<file path="src/rtl/regfile_scoreboard.sv">
// regfile_scoreboard
//   General-purpose register file for the pipelined MIPS core, with a
//   per-register busy scoreboard. Decode reads source operands and claims a
//   destination at issue; writeback stores the result and releases the claim.
//   Register 0 is hardwired to zero and is never busy.
//
// Ports
//   CLK, reset            clock (rising edge), synchronous active-high reset
//   rd_addr1/2            read port addresses
//   rd_data1/2            read data (combinational, optional write bypass)
//   rd_busy1/2            source has an outstanding claim not released this cycle
//   wr_en/wr_addr/wr_data writeback port
//   claim_en/claim_addr   issue-time destination claim request
//   claim_ok              claim accepted this cycle (combinational)
//   busy_count            number of busy registers (registered)
module regfile_scoreboard #(
    parameter int W      = 32,
    parameter int NREG   = 32,
    parameter int AW     = 5,
    parameter int BYPASS = 1,
    parameter int CW     = 6
) (
    input  logic          CLK,
    input  logic          reset,
    input  logic [AW-1:0] rd_addr1,
    input  logic [AW-1:0] rd_addr2,
    output logic [W-1:0]  rd_data1,
    output logic [W-1:0]  rd_data2,
    output logic          rd_busy1,
    output logic          rd_busy2,
    input  logic          wr_en,
    input  logic [AW-1:0] wr_addr,
    input  logic [W-1:0]  wr_data,
    input  logic          claim_en,
    input  logic [AW-1:0] claim_addr,
    output logic          claim_ok,
    output logic [CW-1:0] busy_count
);

    localparam bit BYP = (BYPASS != 0);

    logic [W-1:0]    regs [NREG];
    logic [NREG-1:0] busy;

    logic wr_act;     // write that actually lands in the array
    logic claim_act;  // accepted claim on a real register
    logic inc;        // a busy bit goes 0 -> 1
    logic dec;        // a busy bit goes 1 -> 0
    logic fwd1;
    logic fwd2;

    always_comb begin
        wr_act    = wr_en && (wr_addr != '0);
        claim_ok  = claim_en && ((claim_addr == '0) || !busy[claim_addr]
                                 || (wr_en && (wr_addr == claim_addr)));
        claim_act = claim_ok && (claim_addr != '0);
        // A claim landing on a register being released in the same cycle keeps
        // the bit set, so neither the increment nor the decrement applies.
        inc = claim_act && !busy[claim_addr];
        dec = wr_act && busy[wr_addr] && !(claim_act && (claim_addr == wr_addr));
    end

    always_comb begin
        fwd1 = BYP && wr_act && (wr_addr == rd_addr1);
        fwd2 = BYP && wr_act && (wr_addr == rd_addr2);

        rd_data1 = '0;
        rd_busy1 = 1'b0;
        if (rd_addr1 != '0) begin
            rd_data1 = fwd1 ? wr_data : regs[rd_addr1];
            rd_busy1 = busy[rd_addr1] && !fwd1;
        end

        rd_data2 = '0;
        rd_busy2 = 1'b0;
        if (rd_addr2 != '0) begin
            rd_data2 = fwd2 ? wr_data : regs[rd_addr2];
            rd_busy2 = busy[rd_addr2] && !fwd2;
        end
    end

    always_ff @(posedge CLK) begin
        if (reset) begin
            for (int unsigned i = 0; i < unsigned'(NREG); i++) begin
                regs[i] <= '0;
            end
            busy       <= '0;
            busy_count <= '0;
        end else begin
            if (wr_act) begin
                regs[wr_addr] <= wr_data;
                busy[wr_addr] <= 1'b0;
            end
            // Later assignment wins: a same-register claim overrides the release.
            if (claim_act) begin
                busy[claim_addr] <= 1'b1;
            end
            busy_count <= busy_count + CW'(inc) - CW'(dec);
        end
    end

endmodule
</file>
<file path="config.mk">
export PLATFORM = sky130hd
export DESIGN_NAME = regfile_scoreboard
export DESIGN_NICKNAME = d
export VERILOG_FILES = /design/src/rtl/regfile_scoreboard.sv
export SDC_FILE = /design/constraint.sdc
export NUM_CORES = 2
export LEC_CHECK = 0
export ABC_CLOCK_PERIOD_IN_PS = 11740
export BUFFER_PORTS_ARGS = -buffer_cell sky130_fd_sc_hd__buf_2
export CAP_MARGIN = 40
export CORE_ASPECT_RATIO = 1.1
export CORE_MARGIN = 2
export CORE_UTILIZATION = 35
export CTS_CLUSTER_SIZE = 24
export DETAILED_ROUTE_END_ITERATION = 10
export GPL_TIMING_DRIVEN = 0
export PLACE_DENSITY = 0.58
export SYNTH_ARGS = -nofsm -noshare
export SYNTH_HDL_FRONTEND = slang
export SYNTH_SLANG_ARGS = --single-unit
</file>
<file path="constraint.sdc">
create_clock -name CLK -period 11.74 [get_ports CLK]
set_clock_uncertainty 0.2 [all_clocks]
set_input_delay 1.761 -clock CLK [delete_from_list [all_inputs] [get_ports CLK]]
set_output_delay 1.761 -clock CLK [all_outputs]
set_load 0.05 [all_outputs]
</file>
==> flow_metrics.tcl <==
set metrics [dict create \
    synth_seq_area_share 0.5306 \
    io_buffer_count 114 \
    maximum_fanout_along_the_worst_path 10 \
    cpMostUsedCell "buf_2" \
    synthDistinctLibCells 71 \
    critical_path.startpoint "rd_addr2[1]" \
    postSynth.topFlopCell "edfxtp_1" \
    drv_slew 0 \
    critPathRequiredTime_ps 9780 \
    finalSetupViolations 0 \
    avgRoutedWirePerCell_um 45.11 \
    die_width_um 396.7 \
    coreArea_um2 168600 \
    layout.cells.non_filler 7249 \
    initial_utilization 0.3522 \
    grtUsageTotal 0.3701 \
    rows 158 \
    placedCellCount 6994 \
    place.detailed.hpwl_mm 234.3 \
    min_period_ps 8470 \
    worst_hold_slack_ps 353.6 \
    cts.root.buffer_cell "clkbuf_16" \
    globalRoute.totalOverflow 0 \
    routed_wirelength_mm 327.0 \
    grt_max_degree 30 \
    cts.repair.resized 0 \
    vertical_die_dimension_um 436.0 \
    power.total_mw 10.20 \
    avgSynthCellArea_um2 13.23 \
    area_occupied_by_multi_input_gates_um2 25400 \
    r2r_end "busy_count[5]$_SDFF_PP0_" \
    initial_antenna_violation_count 43 \
    tritoncts_clock_tree "built" \
    ioPinCount 129 \
    peakVddDrop_mv 0.1373 \
    hold_viol_final 0 \
    htreeDepth 3 \
    worst_setup_hold_path_clk_slew_ps 60 \
    min_period_over_period 0.7214 \
    wire_length_of_the_first_global_routing_pass_mm 420.6 \
    regToRegStartpoint "busy[15]$_SDFF_PP0_" \
    r2r_setup_slack_ps 8120 \
    postCtsSetupRepairBufs 0 \
    firstDrtPassIters 6 \
    status "finished clean" \
    critPathArrivalTime_ps 6510 \
    dr_total_vias 48610 \
    detailedPlace.worstSlack_ps 3787 \
    worstSetupStartpointType "primary input" \
    critPathCaptureType "primary output" \
    synth_top_area_cell "edfxtp_1" \
    critPathMaxStageDelay_ps 810 \
    timing.critical_path.cells "buf_2 -> buf_4 -> buf_2 -> buf_2 -> buf_2 -> mux4_2 -> a22oi_1 -> o221ai_1 -> buf_2" \
    antenna_violation_net_count_after_detailed_routing 0 \
    cts.hold.buffers_added 0 \
    layout_stage_area_growth_over_the_synthesis_result_pct 15.79 \
    grt_setup_unrepaired "false" \
    worst-r2r-cell-count 12 \
    fin_setup_tns_ps 0 \
    postSynthRegisterBits 1062 \
    first_iter_violations 9450 \
    cts-root-to-sink-buffers 3 \
    cts.sinks 1062 \
    fillerInstances 15760 \
    gp_congestion 1.051 \
    power.density_cell_area_nw_per_um2 148.3 \
    drcViolationCount 0 \
    die-area_um2 173000 \
    ys_async_sr_fraction 0 \
    cpMaxStageDelayCell "buf_2" \
    drv.max_cap_violation_count 0 \
    first_global_vias 45590 \
    fmaxAchievable_mhz 118.1 \
    fin_nets 4949 \
    slew_headroom 0.1009 \
    synthesis.yosys.warnings 0 \
    seq_area_um2 31510 \
    setup.worst_path.class "primary input to primary output" \
    viasPerCell 6.705 \
    max_slew.worst_pin.slew_ps 1349 \
    p_leak_nw 25.04 \
    drive_above_1_share 0.1973 \
    mappedNetlistArea_um2 59380 \
    worstSetupEndpoint "rd_data2[19]" \
    number_of_flops_mapped_to_enable_cells_by_yosys 1024 \
    worst_skew_pair.late_latency_ps 830 \
    syn_inst 4487 \
    final_critical_path_setup_slack_ps 3270 \
    timing.hold.worst.class "flip-flop to flip-flop" \
    synth_largest_type_area_fraction 0.5178 \
    synth.area.top_cells "edfxtp_1, mux4_2, and2_1, mux2i_1, a221oi_1" \
    cts_made_buffers 121 \
]
routing by layer:
metal	routed length, um	vias to the layer above	track usage	share of wire
met3	50550	1276	0.1643	0.15
met1	110300	24610	0.4388	0.34
met4	32920	26	0.3011	0.10
met5	197	-	0.0002790	0.00060
met2	133000	4687	0.5147	0.41
li1	-	18010	-	-
critical path: cells and delay by family:
family                 cells  cell delay [ps]
AO/OA/AOI/OAI              2              780
buffers and inverters      6             3510
multiplexers               1              400
flip-flops by register name, summed over array words and instances (netlist names):
name,flops
busy,32
busy_count,6
regs,1024
metrics by stage:
| stage | util | instance area, um2 |
|---|---|---|
| after floorplan | - | 59500 |
| after global placement | 0.3729 | 62870 |
| after detailed placement | 0.3840 | 64750 |
| after CTS | 0.4068 | 68600 |
| after global routing | 0.4075 | 68710 |
| final | 0.4078 | 68760 |
power breakdown:
group / internal [mW] / switching (mW) / total [mW] / leakage, nW
Combinational: 0.537 / 1.33 / 1.87 / 13.1
Sequential: 4.37 / 0.113 / 4.48 / 10.1
Clock: 2.13 / 1.71 / 3.85 / 1.88
Total: 7.04 / 3.16 / 10.2 / 25.0
cell usage in the layout (no fill, tap or decap), types with 21 or more instances in the layout:
| cell | Yosys | layout |
|---|---|---|
| nor2_1 | 115 | 115 |
| o21ai_1 | 32 | 33 |
| diode_2 | 0 | 22 |
| o21ai_0 | 55 | 54 |
| edfxtp_1 | 1024 | 1024 |
| nor3_1 | 46 | 42 |
| and2_1 | 994 | 994 |
| a211o_1 | 25 | 25 |
| a221oi_1 | 198 | 198 |
| clkinv_2 | 0 | 29 |
| dfxtp_1 | 38 | 38 |
| mux2i_1 | 519 | 519 |
| a221o_1 | 42 | 42 |
| mux4_2 | 286 | 286 |
| a21oi_1 | 104 | 104 |
| buf_12 | 1 | 32 |
| nand2_1 | 95 | 95 |
| a31oi_1 | 29 | 29 |
| buf_8 | 7 | 50 |
| inv_2 | 1 | 32 |
| buf_2 | 93 | 217 |
| clkbuf_1 | 286 | 290 |
| clkbuf_2 | 0 | 26 |
| nand2b_1 | 21 | 21 |
| conb_1 | 1 | 32 |
| a22oi_1 | 64 | 64 |
| a32oi_1 | 31 | 31 |
| clkbuf_16 | 0 | 123 |
| buf_6 | 34 | 72 |
| buf_4 | 43 | 51 |
final cells by class:
type | instances | area share
clock inverters | 71 | 0.009644
multi-input cells | 2929 | 0.3694
diodes | 22 | 0.0008006
flip-flops and latches | 1062 | 0.4582
plain buffers | 478 | 0.03583
inverters | 49 | 0.002675
clock buffers | 153 | 0.04640
well taps | 2240 | 0.04076
repair buffers | 245 | 0.03625
logic make-up (layout without fill, tap and decap cells):
kind of cell               Yosys count  after routing  synth area share
other                                1             54        0.00006315
muxes                              820            820            0.1988
xor gates and xnor gates            19             19          0.002802
and+or+nand+nor                   1363           1363            0.1348
DFF                               1062           1062            0.5306
adders and majority gates            7              7          0.001601
buffers and inverters              527            996           0.04395
AOI/OAI and AO/OA                  688            688           0.08742
Yosys cell counts (17+ instances only):
cell,n
a211o_1,25
a21oi_1,104
a221o_1,42
a221oi_1,198
a22oi_1,64
a31oi_1,29
a32oi_1,31
and2_1,994
buf_2,93
buf_4,43
buf_6,34
clkbuf_1,286
dfxtp_1,38
edfxtp_1,1024
inv_1,48
mux2i_1,519
mux4_2,286
nand2_1,95
nand2b_1,21
nand4_1,17
nor2_1,115
nor3_1,46
o21ai_0,55
o21ai_1,32
xnor2_1,17
worst min path at each step:
stage / from / end / slack, ps / depth (start not counted)
5_1_grt: busy[0]$_SDFF_PP0_ / busy[0]$_SDFF_PP0_ / 380 / 1
2_1_floorplan: busy[0]$_SDFF_PP0_ / busy[0]$_SDFF_PP0_ / 280 / 1
3_5_place_dp: busy[1]$_SDFF_PP0_ / busy[1]$_SDFF_PP0_ / 340 / 2
4_1_cts: busy[0]$_SDFF_PP0_ / busy[0]$_SDFF_PP0_ / 360 / 1
6_report: busy[0]$_SDFF_PP0_ / busy[0]$_SDFF_PP0_ / 350 / 1
3_3_place_gp: busy[1]$_SDFF_PP0_ / busy[1]$_SDFF_PP0_ / 340 / 2
Power figures use the tool's default switching activity.
